### src/rtl/register_scoreboard_file_pkg.sv
// Shared CPU widths and types for the register file, decode and writeback.
package register_scoreboard_file_pkg;

  localparam int DATA_WIDTH              = 32;
  localparam int NUM_REGISTERS           = 32;
  localparam int REGISTER_INDEXING_WIDTH = $clog2(NUM_REGISTERS);
  localparam int MAX_PENDING             = 3;
  localparam int PENDING_WIDTH           = $clog2(MAX_PENDING + 1);

  typedef logic [REGISTER_INDEXING_WIDTH-1:0] reg_index_t;
  typedef logic [DATA_WIDTH-1:0]              reg_data_t;
  typedef logic [PENDING_WIDTH-1:0]           pending_count_t;

endpackage

### src/rtl/register_scoreboard_file_if.sv
// Decode read/reserve ports, writeback port and flush for the scoreboarded register file.
interface register_scoreboard_file_if;
  import register_scoreboard_file_pkg::*;

  reg_index_t read_1_index;
  reg_data_t  read_1_data;
  logic       read_1_contended;
  reg_index_t read_2_index;
  reg_data_t  read_2_data;
  logic       read_2_contended;
  // reserve is a valid/ready pair: a reservation takes effect on a clock edge
  // where reserve_valid and reserve_ready are both high; valid with ready low is an error.
  logic       reserve_valid;
  reg_index_t reserve_index;
  logic       reserve_ready;
  logic       writeback_valid;
  reg_index_t writeback_index;
  reg_data_t  writeback_data;
  logic       flush;
  logic       pending_any;
  logic       protocol_error;

  modport master (
    output read_1_index, read_2_index, reserve_valid, reserve_index,
           writeback_valid, writeback_index, writeback_data, flush,
    input  read_1_data, read_1_contended, read_2_data, read_2_contended,
           reserve_ready, pending_any, protocol_error
  );

  modport slave (
    input  read_1_index, read_2_index, reserve_valid, reserve_index,
           writeback_valid, writeback_index, writeback_data, flush,
    output read_1_data, read_1_contended, read_2_data, read_2_contended,
           reserve_ready, pending_any, protocol_error
  );

endinterface

### src/rtl/register_scoreboard_file_read_port.sv
// One decode read port: writeback bypass plus pending-write contention check.
module scoreboard_read_port
  import register_scoreboard_file_pkg::*;
(
  input  reg_index_t     read_index,
  input  reg_data_t      stored_data,
  input  pending_count_t count,
  input  logic           writeback_valid,
  input  reg_index_t     writeback_index,
  input  reg_data_t      writeback_data,
  output reg_data_t      data,
  output logic           contended
);

  logic hit;

  assign hit = writeback_valid && (writeback_index == read_index);

  // A same-cycle writeback satisfies one of the pending writes.
  always_comb begin
    data      = '0;
    contended = 1'b0;
    if (read_index != '0) begin
      data      = hit ? writeback_data : stored_data;
      contended = count > pending_count_t'(hit);
    end
  end

endmodule

### src/rtl/register_scoreboard_file.sv
// Architectural register file with a per-register pending-write counter scoreboard.
module register_scoreboard_file
  import register_scoreboard_file_pkg::*;
(
  input logic                        clk,
  input logic                        rst,
  register_scoreboard_file_if.slave  sb
);

  reg_data_t      data_q  [NUM_REGISTERS];
  pending_count_t count_q [NUM_REGISTERS];
  pending_count_t count_d [NUM_REGISTERS];
  logic           error_q;
  logic           reserve_error;
  logic           writeback_error;

  assign sb.reserve_ready = (sb.reserve_index == '0) ||
                            (count_q[sb.reserve_index] < pending_count_t'(MAX_PENDING));

  assign reserve_error   = sb.reserve_valid && !sb.reserve_ready;
  assign writeback_error = sb.writeback_valid && (sb.writeback_index != '0) &&
                           (count_q[sb.writeback_index] == '0);

  // Rejected reserves and unowed writebacks leave the counter untouched, so it never wraps.
  always_comb begin
    logic res_hit;
    logic wb_hit;
    res_hit    = 1'b0;
    wb_hit     = 1'b0;
    count_d[0] = '0;
    for (int i = 1; i < NUM_REGISTERS; i++) begin
      res_hit    = sb.reserve_valid && sb.reserve_ready &&
                   (sb.reserve_index == reg_index_t'(i));
      wb_hit     = sb.writeback_valid && (sb.writeback_index == reg_index_t'(i)) &&
                   (count_q[i] != '0);
      count_d[i] = count_q[i] + pending_count_t'(res_hit) - pending_count_t'(wb_hit);
      if (sb.flush) count_d[i] = '0;
    end
  end

  always_ff @(posedge clk) begin
    if (rst) begin
      for (int i = 0; i < NUM_REGISTERS; i++) begin
        data_q[i]  <= '0;
        count_q[i] <= '0;
      end
      error_q <= 1'b0;
    end else begin
      for (int i = 0; i < NUM_REGISTERS; i++) count_q[i] <= count_d[i];
      // Data is written even when the writeback is flagged as unowed or squashed.
      if (sb.writeback_valid && (sb.writeback_index != '0))
        data_q[sb.writeback_index] <= sb.writeback_data;
      if (reserve_error || writeback_error) error_q <= 1'b1;
    end
  end

  always_comb begin
    sb.pending_any = 1'b0;
    for (int i = 0; i < NUM_REGISTERS; i++)
      if (count_q[i] != '0) sb.pending_any = 1'b1;
  end

  assign sb.protocol_error = error_q;

  scoreboard_read_port u_read_1 (
    .read_index      (sb.read_1_index),
    .stored_data     (data_q[sb.read_1_index]),
    .count           (count_q[sb.read_1_index]),
    .writeback_valid (sb.writeback_valid),
    .writeback_index (sb.writeback_index),
    .writeback_data  (sb.writeback_data),
    .data            (sb.read_1_data),
    .contended       (sb.read_1_contended)
  );

  scoreboard_read_port u_read_2 (
    .read_index      (sb.read_2_index),
    .stored_data     (data_q[sb.read_2_index]),
    .count           (count_q[sb.read_2_index]),
    .writeback_valid (sb.writeback_valid),
    .writeback_index (sb.writeback_index),
    .writeback_data  (sb.writeback_data),
    .data            (sb.read_2_data),
    .contended       (sb.read_2_contended)
  );

endmodule
### src/flat_wrapper.sv
// flat-port wrapper written by rule: the top's interface ports become plain ports
module register_scoreboard_file_flat import register_scoreboard_file_pkg::*;
  (clk, rst, sb_read_1_index, sb_read_2_index, sb_reserve_valid, sb_reserve_index, sb_writeback_valid, sb_writeback_index, sb_writeback_data, sb_flush, sb_read_1_data, sb_read_1_contended, sb_read_2_data, sb_read_2_contended, sb_reserve_ready, sb_pending_any, sb_protocol_error);
  register_scoreboard_file_if sb_i ();
  input logic clk;
  input logic rst;
  input wire logic [$bits(sb_i.read_1_index)-1:0] sb_read_1_index;
  input wire logic [$bits(sb_i.read_2_index)-1:0] sb_read_2_index;
  input wire logic [$bits(sb_i.reserve_valid)-1:0] sb_reserve_valid;
  input wire logic [$bits(sb_i.reserve_index)-1:0] sb_reserve_index;
  input wire logic [$bits(sb_i.writeback_valid)-1:0] sb_writeback_valid;
  input wire logic [$bits(sb_i.writeback_index)-1:0] sb_writeback_index;
  input wire logic [$bits(sb_i.writeback_data)-1:0] sb_writeback_data;
  input wire logic [$bits(sb_i.flush)-1:0] sb_flush;
  output wire logic [$bits(sb_i.read_1_data)-1:0] sb_read_1_data;
  output wire logic [$bits(sb_i.read_1_contended)-1:0] sb_read_1_contended;
  output wire logic [$bits(sb_i.read_2_data)-1:0] sb_read_2_data;
  output wire logic [$bits(sb_i.read_2_contended)-1:0] sb_read_2_contended;
  output wire logic [$bits(sb_i.reserve_ready)-1:0] sb_reserve_ready;
  output wire logic [$bits(sb_i.pending_any)-1:0] sb_pending_any;
  output wire logic [$bits(sb_i.protocol_error)-1:0] sb_protocol_error;
  assign sb_i.read_1_index = sb_read_1_index;
  assign sb_i.read_2_index = sb_read_2_index;
  assign sb_i.reserve_valid = sb_reserve_valid;
  assign sb_i.reserve_index = sb_reserve_index;
  assign sb_i.writeback_valid = sb_writeback_valid;
  assign sb_i.writeback_index = sb_writeback_index;
  assign sb_i.writeback_data = sb_writeback_data;
  assign sb_i.flush = sb_flush;
  assign sb_read_1_data = sb_i.read_1_data;
  assign sb_read_1_contended = sb_i.read_1_contended;
  assign sb_read_2_data = sb_i.read_2_data;
  assign sb_read_2_contended = sb_i.read_2_contended;
  assign sb_reserve_ready = sb_i.reserve_ready;
  assign sb_pending_any = sb_i.pending_any;
  assign sb_protocol_error = sb_i.protocol_error;
  register_scoreboard_file u_core (.clk(clk), .rst(rst), .sb(sb_i));
endmodule
### config.mk
export PLATFORM = sky130hd
export DESIGN_NAME = register_scoreboard_file_flat
export DESIGN_NICKNAME = d
export VERILOG_FILES = /design/src/rtl/register_scoreboard_file_pkg.sv /design/src/rtl/register_scoreboard_file_if.sv /design/src/rtl/register_scoreboard_file_read_port.sv /design/src/rtl/register_scoreboard_file.sv /design/src/flat_wrapper.sv
export SDC_FILE = /design/constraint.sdc
export NUM_CORES = 2
export LEC_CHECK = 0
export BUFFER_PORTS_ARGS = -buffer_cell sky130_fd_sc_hd__buf_2
export CORE_ASPECT_RATIO = 1.5
export CORE_MARGIN = 3
export CORE_UTILIZATION = 58
export CTS_CLUSTER_DIAMETER = 100
export DETAILED_ROUTE_END_ITERATION = 7
export GPL_ROUTABILITY_DRIVEN = 0
export HOLD_SLACK_MARGIN = 0.15
export PLACE_DENSITY = 0.86
export RECOVER_POWER = 25
export REMOVE_ABC_BUFFERS = 1
export SLEW_MARGIN = 20
export SYNTH_ARGS = -nofsm -noshare
export SYNTH_HDL_FRONTEND = slang
export SYNTH_SLANG_ARGS = --single-unit
### constraint.sdc
create_clock -name clk -period 2.5 [get_ports clk]
set_clock_uncertainty 0.05 [all_clocks]
set_input_delay 0.125 -clock clk [delete_from_list [all_inputs] [get_ports clk]]
set_output_delay 0.125 -clock clk [all_outputs]
set_load 0.005 [all_outputs]
==> reports/results.tsv <==
metric	value	unit
run status	finished with violations	
failing checks	capacitance limit, slew limit, setup timing	
CP arrival	3.07	ns
Die H	401	µm
Crit. End Element	output port	
Crit path max-delay family	multiplexers	
ys async rst share	0	%
RSZ-0062 raised after global routing	yes	
Crit path top cell by count	mux4_2	
CP bufs+invs	2	
Hold Path End	u_core.count_q[8][0]	
Root Buffer	clkbuf_16	
Post-Synth Simple-Gate Area	14.1	%
Setup WS post-layout	-0.744	ns
Syn Inst Count	3987	
average wire per standard cell	38.6	µm
Tcrit/Tclk final	130	%
worst reg2reg endpoint	u_core.count_q[10][1]	
Final Util	68.2	%
Post-synth EDFFs	1024	
largest net degree at the start of global routing	52	
Seq cells post-synth	1087	
GRT Residual Overflow	0	
leading area contributor after synthesis	edfxtp_1	
post-synth top area share	51.0	%
nets@finish	4356	
vias in the first global route	45800	
xor and xnor area share after synthesis	1.05	%
initial antenna violation count	16	
Cells after DPL	5474	
most frequent cell after synthesis	and2_1	
first-pass GRT wire length	314000	µm
Cell variety after synth	51	
cell chain of the critical path	buf_4, mux4_2, mux4_2, mux2i_1, ha_1, or2_4, a21oi_4, buf_2	
Synth warnings	0	
Worst Setup Start Kind	flip-flop	
worst hold path startpoint	sb_reserve_index[3]	
worst-margin pin slew	1.66	ns
CP Class	flip-flop to output port	
Ports	126	
WL final	221000	µm
crit path time final	3.24	ns
Slew HR	-10.5	%
Req. time, crit path	2.33	ns
CTS buffer count	100	
fin cells	5718	
Main synth FF type	edfxtp_1	
Clk pin slew, worst setup/hold paths	0.07	ns
Die Width	269	µm
number of H-tree levels	3	
HPWL Detailed	132000	µm
R2R Path Start	u_core.count_q[15][0]	
Leak Pwr	24.7	nW
WHS Path Cells	5	
compound-gate portion of the synthesized area	1.40	%
Final Setup Violations	1278	
Initial Utilization	58.6	%
achievable frequency	308	MHz
Max Cap Violations	1	
Seq/Total Area, Yosys	53.1	%
r2r setup slk	-0.30	ns
Port Buffers	125	
GRT Total Usage	40.8	%
Overall Power	43.6	mW
Clock Latency Late Sink	0.75	ns
Worst Path Max Fanout	3	
die area	0.108	mm²
Detail Route Antenna Nets	0	
Peak VDD IR	0.586	mV
Layout area overhead	16.5	%
Core Area	0.103	mm²
std cell rows	144	
Max stage delay on crit path	0.45	ns
layout cells sized above 1	36.0	%
HP Class	input pin to flip-flop	
largest family of logic cells by synthesized area	multiplexers	
Setup TNS	-431.63	ns
clock net sink count	1087	
Worst path slowest cell	mux4_2	
DR iter-0 viols	7739	
FILL cells	6015	
Avg Inst Size Synth	15.1	µm²
mapped cell area	0.0603	mm²
post-synthesis adder-cell area fraction	1.33	%
Max clock buf depth	3	
Hold Vio Cnt, Final	0	
multiplexer share of the synthesized area	25.6	%
Commonest cells post-synth	and2_1 (1027), edfxtp_1 (1024), mux4_2 (673)	
First-pass DRT Iterations	8	
Vias	44100	
CTS tree	built	
ranking of synthesized cells by area	edfxtp_1 (51%), mux4_2 (25%), and2_1 (11%), dfxtp_1 (2.1%), clkbuf_1 (1.7%)	
vias per inst	7.71	
DRC errors left	0	
R2R depth	13	
Pwr Density	622	mW/mm²
Slew Limit Fails	52	
-- worst max path at each step --
stage | end | startpoint | cells after the start
after floorplan | u_core.data_q[1][0] | sb_writeback_index[4] | 3
after global placement | sb_read_1_data[27] | sb_read_1_index[0] | 9
after detailed placement | sb_read_1_data[10] | sb_read_1_index[0] | 8
after CTS | sb_read_2_contended | u_core.count_q[15][0] | 8
after global routing | sb_read_2_contended | u_core.count_q[7][0] | 8
final | sb_read_2_contended | u_core.count_q[6][0] | 8
-- registers in the layout (all words and copies together) (netlist names) --
name	flops
u_core.data_q	1024
u_core.count_q	62
u_core.sb.protocol_error	1
-- layout make-up --
type                            count  area, µm²  area share, %
Timing Repair Buffer              522       5030           7.17
Tap cell                         1387       1740           2.47
Inverter                           63        236          0.337
Multi-Input combinational cell   2461      27900           39.7
Clock buffer                      117       2590           3.69
Sequential cell                  1087      32000           45.6
Clock inverter                     62        644          0.918
Antenna cell                       19       47.5         0.0677
-- cells in the final DEF, fill, tap and decap left out, drive strengths merged, types with 37 or more instances in the layout --
cell / instances
and2: 1027
edfxtp: 1024
mux4: 673
buf: 460
nor2: 183
clkbuf: 135
nor3: 102
inv: 70
o22ai: 66
ha: 64
dfxtp: 63
dlygate4sd3: 44
clkinv: 42
xor2: 39
or2: 37
-- timing repair --
item	4_1_cts	5_1_grt
hold buffers	44	0
endpoints found under the hold margin	1069	0
setup endpoints to repair	88	94
resized for setup	182	93
cloned	0	0
pin swaps	114	67
buffers inserted	7	6
-- tightest hold or removal path, cell delays in order --
cell and delay (ns):
buf_2 0.20, nand3b_1 0.29, nor2_4 0.08, ha_4 0.21, and2_4 0.12
-- power by group --
group	internal [mW]	switching, mW	total [mW]
clock	8.57	7.20	15.8
sequential	20.8	0.629	21.5
combinational	2.93	3.46	6.39
total	32.4	11.3	43.6
-- logic make-up (layout without fill, tap and decap cells) --
logic type	count (synthesis)	in the layout
AOI/OAI and AO/OA	129	129
and+or+nand+nor	1465	1465
DFF	1087	1087
xor gates and xnor gates	72	72
adders and majority gates	64	64
muxes	699	699
other	1	51
buffers and inverters	470	764
-- per-stage QoR --
step / hold WS (ns) / setup WS (ns) / area (µm²)
2_1_floorplan: 0.187 / -0.143 / 58600
3_3_place_gp: 0.447 / -0.200 / 65200
3_5_place_dp: 0.466 / -0.239 / 65200
4_1_cts: 0.205 / -0.756 / 69800
5_1_grt: 0.293 / -0.837 / 70100
6_report: 0.287 / -0.744 / 70200
-- routing by layer --
metal	share of wire [%]	vias to the layer above	wire length, µm	track usage (%)
met3	15	1895	34000	15.0
met2	46	5339	101000	62.6
li1	-	15700	-	-
met5	0.046	-	101	0
met4	12	8	27300	37.8
met1	26	21100	58400	44.0
No activity file was read; power rests on OpenSTA's default activity.
